$ cat src/rtl/issue_scheduler_pkg.sv
// Shared constants, FSM state encoding and offer payload for the issue scheduler.
// Optional feature macro: ISSUE_RR_EN (round-robin row selection per FU).
package issue_scheduler_pkg;

  localparam int unsigned RS_DEPTH = 16;
  localparam int unsigned IDX_W    = 4;
  localparam int unsigned FU_W     = 2;

  localparam logic [FU_W-1:0] FU_ALU0 = 2'd0;
  localparam logic [FU_W-1:0] FU_ALU1 = 2'd1;
  localparam logic [FU_W-1:0] FU_MEM  = 2'd2;

  typedef enum logic [1:0] {
    ST_IDLE  = 2'd0,
    ST_OFFER = 2'd1,
    ST_BUSY  = 2'd2
  } fu_state_e;

  typedef struct packed {
    logic             valid;
    logic [IDX_W-1:0] idx;
  } offer_t;

  // Extract the 2-bit FU index of one RS row from the flattened request vector.
  function automatic logic [FU_W-1:0] row_fu(input logic [2*RS_DEPTH-1:0] fu_vec,
                                              input logic [IDX_W-1:0]      row);
    return fu_vec[{row, 1'b0} +: FU_W];
  endfunction

endpackage

$ cat src/rtl/issue_scheduler_rs_pick.sv
// 16-to-1 masked row selector: fixed lowest-index priority, or round-robin
// starting at ptr+1 when ISSUE_RR_EN is defined.
module rs_pick
  import issue_scheduler_pkg::*;
(
  input  logic [RS_DEPTH-1:0] cand,
`ifdef ISSUE_RR_EN
  input  logic [IDX_W-1:0]    ptr,
`endif
  output logic                found_c,
  output logic [IDX_W-1:0]    idx_c
);

`ifdef ISSUE_RR_EN
  logic [IDX_W-1:0] row;

  // Walk offsets from farthest to nearest so the row closest after ptr wins.
  always_comb begin
    found_c = 1'b0;
    idx_c   = '0;
    row     = '0;
    for (int i = RS_DEPTH; i >= 1; i--) begin
      row = IDX_W'(ptr + IDX_W'(i));
      if (cand[row]) begin
        found_c = 1'b1;
        idx_c   = row;
      end
    end
  end
`else
  always_comb begin
    found_c = 1'b0;
    idx_c   = '0;
    for (int i = RS_DEPTH - 1; i >= 0; i--) begin
      if (cand[i]) begin
        found_c = 1'b1;
        idx_c   = IDX_W'(i);
      end
    end
  end
`endif

endmodule

$ cat src/rtl/issue_scheduler.sv
// Per-FU issue scheduler: selects ready RS rows, holds registered offers until
// accepted, and pulses rs_clear. Optional feature macro: ISSUE_RR_EN.
module issue_scheduler #(
  parameter int unsigned RS_DEPTH = 16,
  parameter int unsigned NUM_FU   = 3
) (
  input  logic                  clk,
  input  logic                  rst_n,
  input  logic                  flush,
  input  logic [RS_DEPTH-1:0]   req_valid,
  input  logic [2*RS_DEPTH-1:0] req_fu,
  input  logic [NUM_FU-1:0]     fu_ready,
  input  logic                  mem_done,
  output logic [NUM_FU-1:0]     issue_valid,
  output logic [4*NUM_FU-1:0]   issue_idx,
  output logic [RS_DEPTH-1:0]   rs_clear
);
  import issue_scheduler_pkg::*;

  fu_state_e           state_q [NUM_FU];
  fu_state_e           state_d [NUM_FU];
  offer_t              offer_q [NUM_FU];
  offer_t              offer_d [NUM_FU];
  logic [RS_DEPTH-1:0] mask_q, mask_d;
  logic [RS_DEPTH-1:0] rs_clear_q, rs_clear_d;
  logic [RS_DEPTH-1:0] cand [NUM_FU];
  logic [NUM_FU-1:0]   pick_found;
  logic [IDX_W-1:0]    pick_idx [NUM_FU];
`ifdef ISSUE_RR_EN
  logic [IDX_W-1:0]    ptr_q [NUM_FU];
  logic [IDX_W-1:0]    ptr_d [NUM_FU];
`endif

  // A row is eligible only for the FU its fu_index names; index 3 matches none.
  always_comb begin
    for (int k = 0; k < NUM_FU; k++) begin
      cand[k] = '0;
      for (int n = 0; n < RS_DEPTH; n++) begin
        cand[k][n] = req_valid[n] && !mask_q[n] &&
                     (row_fu(req_fu, IDX_W'(n)) == FU_W'(k));
      end
    end
  end

  for (genvar k = 0; k < NUM_FU; k++) begin : g_fu
    rs_pick u_pick (
      .cand    (cand[k]),
`ifdef ISSUE_RR_EN
      .ptr     (ptr_q[k]),
`endif
      .found_c (pick_found[k]),
      .idx_c   (pick_idx[k])
    );
  end

  // Next-state, offer, mask and clear-pulse logic for all FUs.
  always_comb begin
    mask_d     = mask_q;
    rs_clear_d = '0;
    for (int k = 0; k < NUM_FU; k++) begin
      state_d[k] = state_q[k];
      offer_d[k] = offer_q[k];
`ifdef ISSUE_RR_EN
      ptr_d[k]   = ptr_q[k];
`endif
    end

    for (int k = 0; k < NUM_FU; k++) begin
      case (state_q[k])
        ST_IDLE: begin
          if (pick_found[k]) begin
            state_d[k]           = ST_OFFER;
            offer_d[k].valid     = 1'b1;
            offer_d[k].idx       = pick_idx[k];
            mask_d[pick_idx[k]]  = 1'b1;
          end
        end
        ST_OFFER: begin
          // A withdrawn request wins over a same-cycle ready.
          if (!req_valid[offer_q[k].idx]) begin
            state_d[k]       = ST_IDLE;
            offer_d[k].valid = 1'b0;
          end else if (fu_ready[k]) begin
            rs_clear_d[offer_q[k].idx] = 1'b1;
            offer_d[k].valid           = 1'b0;
            state_d[k] = (FU_W'(k) == FU_MEM) ? ST_BUSY : ST_IDLE;
`ifdef ISSUE_RR_EN
            ptr_d[k]   = offer_q[k].idx;
`endif
          end
        end
        ST_BUSY: begin
          if (mem_done) begin
            state_d[k] = ST_IDLE;
          end
        end
        default: state_d[k] = ST_IDLE;
      endcase
    end

    // Masks release once the row's request has been seen low.
    for (int n = 0; n < RS_DEPTH; n++) begin
      if (!req_valid[n]) begin
        mask_d[n] = 1'b0;
      end
    end

    if (flush) begin
      mask_d     = '0;
      rs_clear_d = '0;
      for (int k = 0; k < NUM_FU; k++) begin
        state_d[k] = ST_IDLE;
        offer_d[k] = '0;
`ifdef ISSUE_RR_EN
        ptr_d[k]   = ptr_q[k];
`endif
      end
    end
  end

  always_ff @(posedge clk or negedge rst_n) begin
    if (!rst_n) begin
      mask_q     <= '0;
      rs_clear_q <= '0;
      for (int k = 0; k < NUM_FU; k++) begin
        state_q[k] <= ST_IDLE;
        offer_q[k] <= '0;
`ifdef ISSUE_RR_EN
        ptr_q[k]   <= '0;
`endif
      end
    end else begin
      mask_q     <= mask_d;
      rs_clear_q <= rs_clear_d;
      for (int k = 0; k < NUM_FU; k++) begin
        state_q[k] <= state_d[k];
        offer_q[k] <= offer_d[k];
`ifdef ISSUE_RR_EN
        ptr_q[k]   <= ptr_d[k];
`endif
      end
    end
  end

  always_comb begin
    issue_valid = '0;
    issue_idx   = '0;
    for (int k = 0; k < NUM_FU; k++) begin
      issue_valid[k]        = offer_q[k].valid;
      issue_idx[4*k +: 4]   = offer_q[k].idx;
    end
  end

  assign rs_clear = rs_clear_q;

endmodule

$ cat config.mk
export PLATFORM = sky130hd
export DESIGN_NAME = issue_scheduler
export DESIGN_NICKNAME = d
export VERILOG_FILES = /design/src/rtl/issue_scheduler_pkg.sv /design/src/rtl/issue_scheduler_rs_pick.sv /design/src/rtl/issue_scheduler.sv
export SDC_FILE = /design/constraint.sdc
export NUM_CORES = 1
export LEC_CHECK = 0
export BUFFER_PORTS_ARGS = -buffer_cell sky130_fd_sc_hd__buf_2
export CAP_MARGIN = 20
export CORE_MARGIN = 4
export CORE_UTILIZATION = 51
export CTS_CLUSTER_SIZE = 16
export DETAILED_ROUTE_END_ITERATION = 12
export HOLD_SLACK_MARGIN = 0.15
export PLACE_DENSITY = 0.81
export RECOVER_POWER = 25
export SLEW_MARGIN = 20
export SYNTH_ARGS = -nofsm -noshare
export SYNTH_HDL_FRONTEND = slang
export SYNTH_HIERARCHICAL = 1
export SYNTH_SLANG_ARGS = --single-unit
$ cat constraint.sdc
create_clock -name clk -period 2.6 [get_ports clk]
set_input_delay 0.39 -clock clk [delete_from_list [all_inputs] [get_ports clk]]
set_output_delay 0.39 -clock clk [all_outputs]
set_load 0.02 [all_outputs]
* Word level (Yosys, flattened, before mapping)
Cells that the tools add are included.
Widths: inputs -> output; s select.
** Word-level totals
- Flip-flop bits (word level) :: 53
- Output and inout bits :: 31
- Logic and storage cells :: 375
** Operators by class
- $lt $le $gt $ge :: 12
- Mux-type cells :: 177
- Bitwise gates (word level) :: 5
- Reductions and logical operators :: 123
- Equality and inequality tests :: 47
** Operators by type and width (number)
- $mux 16 :: 17
- $mux 4 :: 51
- $or 16x16->16 :: 5
- $mux 1 :: 79
- $logic_and 1x1->1 :: 70
- $eq 2x1->1 const B :: 19
- $eq 2x2->1 const B :: 19
- $logic_not 2->1 :: 19
- $lt 4x5->1 const B :: 6
- $demux 1 s4 :: 6
- $ge 4x1->1 const B :: 6
- $mux 2 :: 10
- $pmux 2 s3 :: 3
- $reduce_and 3->1 :: 6
- $logic_not 1->1 :: 16
- $mux 15 :: 1
- $mux 5 :: 3
- $bmux 1 s4 :: 3
- $ne 4x4->1 const B :: 3
- $reduce_bool 2->1 :: 6
- $ne 3x2->1 const B :: 3
- $ne 3x3->1 const B :: 3
- $reduce_bool 3->1 :: 3
- $mux 6 :: 1
- 2 further kinds :: 6

* Logic depth before layout (Yosys ltp)
- Depth after elaboration :: 34
- Depth in mapped cells :: 11
- Depth with buffers taken out :: 10

* Hierarchy
Netlist, hierarchy kept.
** By module, submodules not included
- issue_scheduler :: area each 3711.1 µm², times used 1, cells an instance 403, seq. area each 1226.2 µm²
- rs_pick :: area each 178.9 µm², times used 3, cells an instance 33, seq. area each 0.0 µm²

* Worst setup path before layout
Ideal clock, no wire load.
- Path kind :: reg-to-reg
- Start point :: register mask_q[10]
- End point :: register mask_q[0]
- Buffers on the path :: 1
- Arrival time :: 2.443 ns
- Setup slack :: 0.069 ns
- Stages on the path, launching flop included :: 11
- Period minus slack after synthesis :: 2.531 ns
- Required time :: 2.512 ns
- Path through :: dfrtp_1 -> nor4bb_1 -> nor4_2 -> and3_1 -> nand4_1 -> or3b_1 -> buf_6 -> or3_4 -> nor3_2 -> nor4_1 -> nor3b_1
** RTL lines
- from (decl) :: RTL line issue_scheduler.sv:24 : logic [RS_DEPTH-1:0] mask_q, mask_d;
- from (signal assigned) :: RTL line issue_scheduler.sv:133 : mask_q <= mask_d;

==> results.yml <==
outcome:
  status: "finished with violations"
  violations: "setup timing"
timing:
  finalHoldViolations: 0
  setup_viol: 1
  finalWorstSetupSlack_ns: -0.0198
  fin_skew_ns: 0.00605
  rsz0062_at_grt: "true"
  hold_slack_ns: 0.281
  tightest_slew_ns: 0.928
  drv_slew: 0
  slew_headroom: 0.381
  min_period_ns: 2.62
  max_freq_mhz: 382
  fin_crit_sh: 1.01
yosys:
  ys_ff_latch: 49
  synth.avg_cell_area_sq_um: 8.46
  yosysUniqueCellTypes: 64
  synth_edf_count: 0
  yosysSeqAreaShare: 0.289
  ys.warnings.count: 6
  syn_area_sq_um: 4250
  syn_nets: 557
  synth_ff_type: "dfrtp_1"
  syn_inst: 502
  synthArstFlopShare: 1.00
pwr:
  p_leak_nw: 2.62
  combPwrFrac: 0.450
  ir_worst_vdd_uv: 281
  p_sw_w: 0.00115
  power.internal_w: 0.00181
  switching_share: 0.389
  cellPowerDensity_nw_per_um2: 509
  seqPwrFrac: 0.322
  power_frac_clock: 0.228
floorplanning:
  design.core.area_sq_um: 8180
  die_h_um: 99.3
  die_area_sq_um: 9850
  num_rows: 33
  initial_utilization: 0.520
  ios: 86
  die_x_um: 99.3
grt:
  grt_pass1_wl_um: 24700
  grt_max_degree: 23
  grt_pass1_vias: 4948
  antenna_found_initial: 0
  grtUsageTotal: 0.311
  overflow: 0
setup_path:
  r2r_end: "mask_q[0]$_DFF_PN0_"
  critPathLaunchType: "flop"
  cp_slowest_cell: "dfrtp_1"
  rrSetupSlack_ns: -0.02
  crit_required_ns: 2.83
  cp_max_fo: 4
  crit_path_end_kind: "flop"
  timing.rr.start: "mask_q[13]$_DFF_PN0_"
  crit_chain: "nor4bb_1 > buf_4 > nor2_2 > and3_4 > nand4_1 > or3b_4 > or3_4 > nor3_2 > nor4_1 > nor3b_1"
  critical_path_class: "reg2reg"
  max_stage_delay_ns: 0.47
  arrival_ns: 2.85
  reg2reg_depth: 10
route:
  drc: 0
  via_per_inst: 6.61
  num_vias: 5158
  drtIter0Drc: 572
  firstDrtPassIters: 7
  drt-total-wl_um: 16100
  ant_nets: 0
  wl_per_cell_um: 20.6
job:
  drv_cap: 0
finish:
  ff_latch_area_sq_um: 1230
  final_area_sq_um: 5820
  multi_input_area_sq_um: 3070
  num_antenna_cells: 0
  drive_gt1_frac: 0.390
  nets: 729
  final_util: 0.712
  n_fill_cell: 653
  area_growth_pct: 37.0
clock_network:
  clk_pin_slew_ns: 0.10
  cts-root-buf: "clkbuf_8"
  clk-insertion-delay-late_ns: 0.31
  htreeDepth: 2
  clockBufferDepth: 2
  numCtsBuffers: 5
  cts_tree: "yes"
  tritoncts_num_sinks: 49
hold_path:
  min_from: "fu_ready[2]"
  hold_end: "state_q[0]$_DFFE_PN0P_"
  min_path_cells: 2
  hold_path.class: "in2reg"
place:
  place_area_sq_um: 5390
  dp_hpwl_um: 12300
  dp_slack_ns: -0.144
  port_buffers: 85
  gp_congestion: 1.04
## Yosys cell counts (6+ instances only)
| master | number | area (sq um) |
|---|---|---|
| clkbuf_1 | 6 | 22.5 |
| o22ai_1 | 17 | 106 |
| and3_1 | 10 | 62.6 |
| nor2_1 | 53 | 199 |
| o311a_1 | 13 | 130 |
| nor3b_1 | 12 | 90.1 |
| mux4_2 | 7 | 158 |
| o31ai_1 | 6 | 45.0 |
| a31oi_1 | 6 | 37.5 |
| a22oi_1 | 9 | 67.6 |
| inv_1 | 17 | 63.8 |
| nor3_1 | 20 | 100 |
| nand2_1 | 58 | 218 |
| nor4b_1 | 15 | 131 |
| a21oi_1 | 32 | 160 |
| nand2b_1 | 14 | 87.6 |
| nor4_2 | 8 | 100 |
| nor4bb_1 | 28 | 280 |
| nor2b_1 | 11 | 68.8 |
| dfrtp_1 | 49 | 1230 |
| nand3_1 | 16 | 80.1 |
| mux2i_1 | 12 | 120 |
| buf_4 | 7 | 52.6 |
| nor4_1 | 6 | 37.5 |
## through the flow
step / TNS, ns / power, W / instances
detailed placement: -0.407 / 0.00217 / 767
global placement: -0.110 / 0.00213 / 767
floorplan: 0 / 0.00167 / 502
finish: -0.0198 / 0.00296 / 780
CTS: 0 / 0.00284 / 776
global route: -0.518 / 0.00310 / 780
## routing by layer
metal	routed length, um	track usage	vias up
li1	-	-	2283
met1	6040	0.402	2454
met2	7770	0.511	337
met3	1540	0.0687	84
met4	717	0.117	0
met5	0	0	-
## registers in the layout (all words and copies together) (netlist names)
register and cells:
issue_idx 12, state_q 3, mask_q 16, rs_clear 16, issue_valid 2
## logic make-up after synthesis
kind of cell | synth area share
buffers and inverters | 0.0492
AO/OA/AOI/OAI | 0.193
flip-flops | 0.289
AND/OR/NAND/NOR | 0.393
multiplexers | 0.0760
## placed cells by master (no fill, tap or decap), drive strengths merged, types with 14 or more instances in the layout
| master | count |
|---|---|
| nand2 | 58 |
| nor4b | 17 |
| nor2 | 53 |
| nor3 | 21 |
| o311a | 16 |
| inv | 19 |
| a21oi | 32 |
| dfrtp | 49 |
| nor4bb | 28 |
| buf | 183 |
| nor4 | 14 |
| nand3 | 16 |
| o22ai | 17 |
| nand2b | 14 |
## critical path: cells and delay by family, from the launching register on
family | cells | cell delay, ns
buffers and inverters | 1 | 0.20
DFF | 1 | 0.47
and+or+nand+nor | 9 | 1.86
## power groups by stage
stage	Clock (W)	Combinational, W	Sequential [W]
floorplan	0	0.000744	0.000930
global route	0.000713	0.00142	0.000966
global placement	0	0.00118	0.000955
detailed placement	0	0.00121	0.000959
CTS	0.000676	0.00122	0.000944
finish	0.000675	0.00133	0.000954
## what timing repair did
item,4_1_cts,5_1_grt
hold buffers,1,0
setup buffers,0,4
pin swaps,0,14
endpoints found under the setup margin,2,16
resized for setup,2,48
endpoints found under the hold margin,16,0
## cell type report
type	count	area share
flip-flops and latches	49	0.212
inverters	19	0.0123
multi-input cells	413	0.527
clock inverters	3	0.0118
repair buffers	186	0.203
clock buffers	5	0.0118
well taps	105	0.0226
## worst max path at each step
| stage | start | end | slack (ns) | depth (start not counted) |
|---|---|---|---|---|
| after CTS | mask_q[12]$_DFF_PN0_ | mask_q[15]$_DFF_PN0_ | 0.004 | 10 |
| final | mask_q[13]$_DFF_PN0_ | mask_q[0]$_DFF_PN0_ | -0.02 | 10 |
| after global routing | mask_q[13]$_DFF_PN0_ | mask_q[0]$_DFF_PN0_ | -0.10 | 10 |
| after floorplan | mask_q[10]$_DFF_PN0_ | mask_q[0]$_DFF_PN0_ | 0.07 | 10 |
| after global placement | req_valid[10] | mask_q[15]$_DFF_PN0_ | -0.11 | 12 |
| after detailed placement | req_valid[10] | mask_q[15]$_DFF_PN0_ | -0.14 | 12 |
(Power assumes the default switching activity.)
